File: src/rtl/cdc_msg_deframer.sv
// cdc_msg_deframer
// Read-side consumer of the 125->250 MHz byte CDC. Recovers length-prefixed
// messages (2-byte big-endian length, then payload) from the byte stream and
// packs the payload into WORD_BYTES-wide words with SOP/EOP markers. Framing
// is re-established after errors by waiting for an idle gap on the input.
//
// Ports:
//   clkIn        250 MHz clock
//   rstIn        synchronous active-high reset
//   dataIn       byte from the CDC
//   dataValidIn  dataIn valid this cycle
//   dataErrIn    CDC tag mismatch, the byte is corrupt
//   wordOut      packed payload, first byte in the most significant lane
//   wordKeepOut  lane mask, MSB = first lane
//   wordValidOut single-cycle word strobe
//   wordSopOut   first word of a message (with wordValidOut)
//   wordEopOut   last word of a message (with wordValidOut)
//   msgLenOut    payload length, valid with wordEopOut
//   msgAbortOut  pulse: a message whose SOP was emitted is abandoned
//   lenErrOut    pulse: header length out of range
//   streamErrOut pulse: dataErrIn seen
//   msgCountOut  completed messages (CDC_MSG_DEFRAMER_STATS_EN)
//   errCountOut  lenErr + streamErr events (CDC_MSG_DEFRAMER_STATS_EN)
//
// Build option: define CDC_MSG_DEFRAMER_STATS_EN to enable the two saturating
// event counters; without it both counter outputs are tied to 0.
//
// state   | meaning
// HDR_HI  | waiting for length MSB
// HDR_LO  | waiting for length LSB
// PAYLOAD | packing payload bytes into words
// DROP    | discarding bytes until an idle gap resyncs the framer

module cdc_msg_deframer #(
  parameter int WORD_BYTES    = 8,
  parameter int MAX_MSG_BYTES = 1024,
  parameter int IDLE_GAP_CYC  = 16
) (
  input  logic                    clkIn,
  input  logic                    rstIn,
  input  logic [7:0]              dataIn,
  input  logic                    dataValidIn,
  input  logic                    dataErrIn,
  output logic [8*WORD_BYTES-1:0] wordOut,
  output logic [WORD_BYTES-1:0]   wordKeepOut,
  output logic                    wordValidOut,
  output logic                    wordSopOut,
  output logic                    wordEopOut,
  output logic [15:0]             msgLenOut,
  output logic                    msgAbortOut,
  output logic                    lenErrOut,
  output logic                    streamErrOut,
  output logic [15:0]             msgCountOut,
  output logic [15:0]             errCountOut
);

  localparam int LANE_W = $clog2(WORD_BYTES);
  localparam int IDLE_W = $clog2(IDLE_GAP_CYC + 1);
  localparam logic [LANE_W-1:0] LAST_LANE = LANE_W'(WORD_BYTES - 1);
  localparam logic [IDLE_W-1:0] IDLE_MAX  = IDLE_W'(IDLE_GAP_CYC);
  localparam logic [IDLE_W-1:0] IDLE_HIT  = IDLE_W'(IDLE_GAP_CYC - 1);
  localparam logic [15:0]       MAX_LEN   = 16'(MAX_MSG_BYTES);

  typedef enum logic [1:0] {HDR_HI, HDR_LO, PAYLOAD, DROP} state_t;

  state_t                  state, stateNxt;
  logic [7:0]              lenHi, lenHiNxt;
  logic [15:0]             msgLen, msgLenNxt;
  logic [15:0]             remaining, remainingNxt;
  logic [LANE_W-1:0]       lane, laneNxt;
  logic [8*WORD_BYTES-1:0] packBuf, packBufNxt;
  logic                    sopDone, sopDoneNxt;
  logic [IDLE_W-1:0]       idleCnt, idleCntNxt;

  logic [8*WORD_BYTES-1:0] wordNxt;
  logic [WORD_BYTES-1:0]   keepNxt;
  logic                    validNxt, sopNxt, eopNxt;
  logic                    abortNxt, lenErrNxt, streamErrNxt;
  logic [15:0]             lenOutNxt;

  logic [15:0]             hdrLen;
  logic [8*WORD_BYTES-1:0] packWithByte;
  logic [WORD_BYTES-1:0]   keepWithByte;
  logic [WORD_BYTES-1:0]   allLanes;

  assign hdrLen   = {lenHi, dataIn};
  assign allLanes = '1;
  // lanes 0..lane are occupied once the current byte lands
  assign keepWithByte = ~(allLanes >> (int'(lane) + 1));

  always_comb begin
    packWithByte = packBuf;
    packWithByte[(WORD_BYTES - 1 - int'(lane)) * 8 +: 8] = dataIn;
  end

  always_comb begin
    stateNxt     = state;
    lenHiNxt     = lenHi;
    msgLenNxt    = msgLen;
    remainingNxt = remaining;
    laneNxt      = lane;
    packBufNxt   = packBuf;
    sopDoneNxt   = sopDone;
    idleCntNxt   = idleCnt;
    wordNxt      = '0;
    keepNxt      = '0;
    validNxt     = 1'b0;
    sopNxt       = 1'b0;
    eopNxt       = 1'b0;
    lenOutNxt    = '0;
    abortNxt     = 1'b0;
    lenErrNxt    = 1'b0;
    streamErrNxt = 1'b0;

    if (dataErrIn) begin
      // a corrupt byte always wins, even when flagged valid
      streamErrNxt = 1'b1;
      abortNxt     = (state == PAYLOAD) && sopDone;
      stateNxt     = DROP;
      laneNxt      = '0;
      packBufNxt   = '0;
      sopDoneNxt   = 1'b0;
      if (dataValidIn) idleCntNxt = '0;
    end else if (dataValidIn) begin
      idleCntNxt = '0;
      case (state)
        HDR_HI: begin
          lenHiNxt = dataIn;
          stateNxt = HDR_LO;
        end
        HDR_LO: begin
          if (hdrLen == 16'd0) begin
            stateNxt = HDR_HI;
          end else if (hdrLen > MAX_LEN) begin
            lenErrNxt = 1'b1;
            stateNxt  = DROP;
          end else begin
            msgLenNxt    = hdrLen;
            remainingNxt = hdrLen;
            laneNxt      = '0;
            packBufNxt   = '0;
            sopDoneNxt   = 1'b0;
            stateNxt     = PAYLOAD;
          end
        end
        PAYLOAD: begin
          remainingNxt = remaining - 16'd1;
          if (lane == LAST_LANE || remaining == 16'd1) begin
            wordNxt    = packWithByte;
            keepNxt    = keepWithByte;
            validNxt   = 1'b1;
            sopNxt     = !sopDone;
            sopDoneNxt = 1'b1;
            laneNxt    = '0;
            packBufNxt = '0;
            if (remaining == 16'd1) begin
              eopNxt    = 1'b1;
              lenOutNxt = msgLen;
              stateNxt  = HDR_HI;
            end
          end else begin
            laneNxt    = lane + LANE_W'(1);
            packBufNxt = packWithByte;
          end
        end
        default: ;
      endcase
    end else if (state != HDR_HI) begin
      if (idleCnt != IDLE_MAX) idleCntNxt = idleCnt + IDLE_W'(1);
      if (idleCnt == IDLE_HIT) begin
        // idle gap marks a frame boundary: resync, abandoning any partial message
        abortNxt   = (state == PAYLOAD) && sopDone;
        stateNxt   = HDR_HI;
        laneNxt    = '0;
        packBufNxt = '0;
        sopDoneNxt = 1'b0;
      end
    end

    if (stateNxt == HDR_HI) idleCntNxt = '0;
  end

  always_ff @(posedge clkIn) begin
    if (rstIn) begin
      state        <= HDR_HI;
      lenHi        <= '0;
      msgLen       <= '0;
      remaining    <= '0;
      lane         <= '0;
      packBuf      <= '0;
      sopDone      <= 1'b0;
      idleCnt      <= '0;
      wordOut      <= '0;
      wordKeepOut  <= '0;
      wordValidOut <= 1'b0;
      wordSopOut   <= 1'b0;
      wordEopOut   <= 1'b0;
      msgLenOut    <= '0;
      msgAbortOut  <= 1'b0;
      lenErrOut    <= 1'b0;
      streamErrOut <= 1'b0;
    end else begin
      state        <= stateNxt;
      lenHi        <= lenHiNxt;
      msgLen       <= msgLenNxt;
      remaining    <= remainingNxt;
      lane         <= laneNxt;
      packBuf      <= packBufNxt;
      sopDone      <= sopDoneNxt;
      idleCnt      <= idleCntNxt;
      wordOut      <= wordNxt;
      wordKeepOut  <= keepNxt;
      wordValidOut <= validNxt;
      wordSopOut   <= sopNxt;
      wordEopOut   <= eopNxt;
      msgLenOut    <= lenOutNxt;
      msgAbortOut  <= abortNxt;
      lenErrOut    <= lenErrNxt;
      streamErrOut <= streamErrNxt;
    end
  end

`ifdef CDC_MSG_DEFRAMER_STATS_EN
  logic [15:0] msgCount;
  logic [15:0] errCount;

  // counted from the next-state pulses so the counters move with the outputs
  always_ff @(posedge clkIn) begin
    if (rstIn) begin
      msgCount <= '0;
      errCount <= '0;
    end else begin
      if (validNxt && eopNxt && msgCount != 16'hFFFF) msgCount <= msgCount + 16'd1;
      if ((lenErrNxt || streamErrNxt) && errCount != 16'hFFFF) errCount <= errCount + 16'd1;
    end
  end

  assign msgCountOut = msgCount;
  assign errCountOut = errCount;
`else
  assign msgCountOut = '0;
  assign errCountOut = '0;
`endif

endmodule
File: config.mk
export PLATFORM = sky130hd
export DESIGN_NAME = cdc_msg_deframer
export DESIGN_NICKNAME = d
export VERILOG_FILES = /design/src/rtl/cdc_msg_deframer.sv
export SDC_FILE = /design/constraint.sdc
export NUM_CORES = 1
export LEC_CHECK = 0
export ABC_AREA = 1
export CORE_UTILIZATION = 40
export DETAILED_ROUTE_END_ITERATION = 8
export PLACE_DENSITY = 0.65
export SKIP_CTS_REPAIR_TIMING = 1
export SLEW_MARGIN = 5
export SYNTH_ARGS = -nofsm -noshare
export SYNTH_HDL_FRONTEND = slang
export SYNTH_SLANG_ARGS = --single-unit
export TNS_END_PERCENT = 1
File: constraint.sdc
create_clock -name clkIn -period 2 [get_ports clkIn]
set_input_delay 0.4 -clock clkIn [delete_from_list [all_inputs] [get_ports clkIn]]
set_output_delay 0.4 -clock clkIn [all_outputs]
set_load 0.005 [all_outputs]
; ---- Yosys cells after proc, flatten, opt, wreduce, memory -nomap -nowiden
; Cells that the tools add are included.
[totals]
word_cells = 119
register_bits = 209
[classes]
addsub = 6
order_cmp = 1
n_shift = 3
muxes = 47
n_bitwise = 9
reduce_logical = 23
eq_ne = 13
[op_table]
columns = operator, count
row1 = 64-bit 2-to-1 mux, 6
row2 = 64-bit one-hot mux with 2 select lines, 1
row3 = 64-bit bitwise mux, 1
row4 = "8-bit by 33-bit variable shift with 64-bit output, first input constant", 1
row5 = 8-bit by 33-bit variable part select with 64-bit output, 1
row6 = 7-bit negation with 33-bit output, 1
row7 = 16-bit 2-to-1 mux, 2
row8 = 16-bit one-hot mux with 2 select lines, 1
row9 = 5-bit 2-to-1 mux, 5
row10 = 3-bit 2-to-1 mux, 6
row11 = "16-bit by 1-bit equality test with 1-bit output, second input constant", 1
row12 = "16-bit by 11-bit greater-than comparator with 1-bit output, second input constant", 1
row13 = 16-bit zero test, 1
row14 = "16-bit by 1-bit subtractor with 16-bit output, second input constant", 1
row15 = 1-bit 2-to-1 mux, 15
row16 = 5-bit AND reduction, 3
row17 = 2-bit 2-to-1 mux, 7
row18 = 2-bit nonzero test, 5
row19 = 5-bit OR reduction, 2
row20 = 1-bit NOT, 8
row21 = 8-bit NOT, 1
row22 = "8-bit by 4-bit right shift with 8-bit output, first input constant", 1
row23 = "2-bit != test, second input constant", 3
row24 = "3-bit != test, second input constant", 2
row25 = 23 further kinds, 26

; ---- Depth between registers and ports, before layout
[logic_depth]
depth_word = 8
depth_mapped = 15

; ---- Least setup slack after synthesis
; OpenSTA, ideal clock, no wires.
[synth_timing]
path_kind = reg-to-reg
start = register lane[0]
end = register packBuf[57]
setup_slack_ns = -0.071
path_stages_with_launch = 11
arrival_ns = 1.956
path_buffers = 2
synth_period_minus_slack_ns = 2.071
path_cell_list = dfxtp_1 inv_2 ha_1 buf_2 nor2_1 nand2_1 buf_2 mux2i_1 nor2_1 nor2_2 nor2_1
[synth_via]
elab_chain_len = 7
[synth_rtl]
columns = item, line_no
row1 = from (decl), 70  ; logic [LANE_W-1:0] lane, laneNxt;
row2 = from (signal assigned), 207  ; lane <= laneNxt;
row3 = 3-bit by 3-bit subtractor with 4-bit output, 93  ; packWithByte[(WORD_BYTES - 1 - int'(lane)) * 8 +: 8] = dataIn;
row4 = 7-bit negation with 33-bit output, 93
row5 = 8-bit by 33-bit variable part select with 64-bit output / 8-bit by 33-bit variable shift with 64-bit output (equally long branches), 93
row6 = 64-bit bitwise mux, 93
row7 = 64-bit 2-to-1 mux (*), 148  ; if (lane == LAST_LANE || remaining == 16'd1) begin
row8 = 64-bit one-hot mux with 2 select lines (*), 126  ; case (state)
row9 = 64-bit 2-to-1 mux (*), 124  ; end else if (dataValidIn) begin
row10 = to (signal assigned), 208  ; packBuf <= packBufNxt;
row11 = to (decl), 71  ; logic [8*WORD_BYTES-1:0] packBuf, packBufNxt;
; Mark *: on every way between the ends. The rest lies on a longest branch, timed or not.
; A chain may end at the register's enable or synchronous reset.

; ---- Worst setup path after layout
[layout_timing]
start = register state[1]
end = register wordKeepOut[1]
[layout_via]
elab_chain_len = 3
[layout_rtl]
columns = item, line_no
row1 = from (decl), 66  ; state_t state, stateNxt;
row2 = from (signal assigned), 203  ; state <= stateNxt;
row3 = 2-bit equality test, 126
row4 = 1-bit NOT (no source line), -
row5 = 5-bit OR reduction (no source line), -
row6 = to (signal assigned), 212  ; wordKeepOut <= keepNxt;
row7 = to (decl), 45  ; output logic [WORD_BYTES-1:0] wordKeepOut,
; No other way between the ends.

==> results.toml <==
[outcome]
status = "completed"

[logic_synthesis]
synth-edff-count = 0
synth.area.mux_share = 0.00572
netlist_area_mm2 = 0.00876
synth_fa_ha_area_frac = 0.0186
synth-seq-area-share = 0.478
ys_warn_count = 0
avgSynthCellArea_um2 = 7.56
ys_seq_elements = 209
synth_top_family_by_area = "simple AND/OR/NAND/NOR gates"
synth_xor_area_frac = 0.00500
synth_cell_type_count = 41
synth_simple_gate_area_frac = 0.258
synth_compound_area_frac = 0.135
async_reset_ff_frac = 0
synth_top_flop_cell = "dfxtp_1"
synth_cells = 1158

[setup_path]
critPathArrivalTime_ps = 2330
critPathMaxStageDelay_ps = 430
crit_path_frequent_cell = "nor2_1"
crit_required_ps = 2430
slowest_stage = "dfxtp_1"
worstSetupStartpointType = "flop"
timing.critical_path.from = "state[1]"
crit_buf_inv = 1
worstSetupEndpointType = "flop"
crit_family = "simple AND/OR/NAND/NOR gates"
crit_chain = "ha_1 -> nand2_1 -> nor2_1 -> nand2_2 -> nor2_1 -> inv_1 -> nor2_1"
worst-setup-path-type = "reg2reg"
rr_startpoint = "state[1]"
cp_max_fo = 6

[clock_network]
tritoncts = "built"
clockBufferDepth = 3
clock_latency_ps = 530
clock-sinks = 209
cts-root-buf = "clkbuf_16"
cts_buffers = 23
clkTransAtPathRegs_ps = 60
htree_levels = 1

[sta]
clock.fmax_mhz = 527
finalSetupViolCount = 0
whs_ps = 431
setup-tns-final_ps = 0
fin_crit_ps = 1900
rsz0062_at_grt = "true"
slew_viol_final = 0
setup_ws_ps = 101
period_share = 0.950
final-hold-violation-count = 0
skew_ps = 20.0

[power_and_ir_drop]
p_leak_uw = 0.00487
ir_drop_mv = 0.596
power.density_mw_per_mm2 = 843

[routing]
dr_total_vias = 7987
vias_per_cell = 4.84
routedWlPerCell_um = 13.9
drt-initial-drc-count = 572
antenna_left = 0
drc_errors = 0
finalWirelength_mm = 22.9
drt-pass1-iter-count = 5

[floorplanning]
die_area_mm2 = 0.0225
core_area_mm2 = 0.0212
die_x_um = 150
die_h_um = 150
pin_count = 138
rows = 53
initial_core_util = 0.413

[cells_and_area]
finalNetCount = 1386
num_antenna_cells = 0
drive_gt1_frac = 0.170
area_delta_synth_final_pct = 35.1
final_area_mm2 = 0.0118
finish.utilization = 0.557
fill_cells = 1974

[placed_design]
gp_congestion = 0.832
pre_cts_slack_ps = -220
post_dp_cell_area_mm2 = 0.0110
dp_hpwl_mm = 16.0
io_buffer_count = 105

[global_route]
grt_max_degree = 47
grt_pass1_wl_mm = 36.8
grt_overflow_total = 0
grt_util_all_layers = 0.205
antenna_found_initial = 0
grt_pass1_vias = 7338

[worst_hold_path]
hp-class = "reg2reg"
min_from = "msgLen[11]"

[job]
drv_cap = 0
## logic make-up after synthesis
family,Yosys count
other cells,1
xor+xnor,5
buf+inv,168
compound gates,230
flops,209
simple gates,527
mux,5
fa+ha+maj,13
## final timing paths
| check | endpoint | slack (ps) | cells past startpoint |
|---|---|---|---|
| max | wordKeepOut[1] | 100 | 7 |
| min | msgLenOut[11] | 430 | 2 |
| max reg2reg | wordKeepOut[1] | 100 | 7 |
| min reg2reg | msgLenOut[11] | 430 | 2 |
## state kept, by name, indices dropped and copies added, names as in the netlist
register,cells
msgLenOut,16
streamErrOut,1
wordEopOut,1
idleCnt,5
state,2
remaining,16
wordSopOut,1
msgAbortOut,1
lenHi,8
wordValidOut,1
sopDone,1
wordKeepOut,8
lenErrOut,1
lane,3
msgLen,16
wordOut,64
packBuf,64
## cell type report
class / instances / area (µm²) / share of cell area
sequential: 209 / 4190 / 0.354
multi-input combinational: 812 / 3880 / 0.328
timing repair buffer: 235 / 2310 / 0.195
clock buffer: 31 / 666 / 0.0563
tap: 275 / 344 / 0.0291
inverter: 80 / 303 / 0.0256
clock inverter: 9 / 138 / 0.0116
## metrics by stage
step	cells	total power [µW]
6_report	1651	9970
5_1_grt	1651	10400
4_1_cts	1650	10000
3_5_place_dp	1610	5630
2_1_floorplan	1189	5200
3_3_place_gp	1610	5610
## cells in the final DEF (no fill, tap or decap), drive strengths merged, types with 31 or more instances in the layout
master	count
a21oi	76
buf	130
clkbuf	31
clkdlybuf4s50	105
conb	32
dfxtp	209
inv	80
nand2	107
nor2	372
o21ai	144
## where the power goes
part	internal (µW)	switching (µW)
registers	4260	68.5
logic	507	731
clock network	2720	1670
total	7490	2470
## synth_stat cells (4+ instances only)
cell	n	area (µm²)
inv_1	74	278
clkbuf_1	25	93.8
o21ai_0	120	601
dfxtp_1	209	4180
xor2_1	4	35.0
nand3_1	29	145
ha_1	13	163
nor2_2	31	194
nand2_1	101	379
nor2_1	335	1260
buf_2	15	75.1
nand2_4	5	56.3
o21ai_1	24	120
nor2_4	6	67.6
mux2i_1	5	50.1
a21oi_1	75	375
nor3_1	7	35.0
nand4_1	7	43.8
inv_2	4	15.0
buf_4	37	278
## worst min-delay path, cell delays in order, from the launching register on
cell     delay (ps)
dfxtp_1         310
inv_1            50
nor2_1           30
## layer usage
| layer | share of wire | wire length, µm | GRT usage |
|---|---|---|---|
| met1 | 0.47 | 10800 | 0.283 |
| met2 | 0.45 | 10300 | 0.331 |
| met3 | 0.052 | 1200 | 0.0284 |
| met4 | 0.026 | 600 | 0.0601 |
| met5 | 0 | 0 | 0 |
Note: power is estimated with default switching activity, not from simulation.
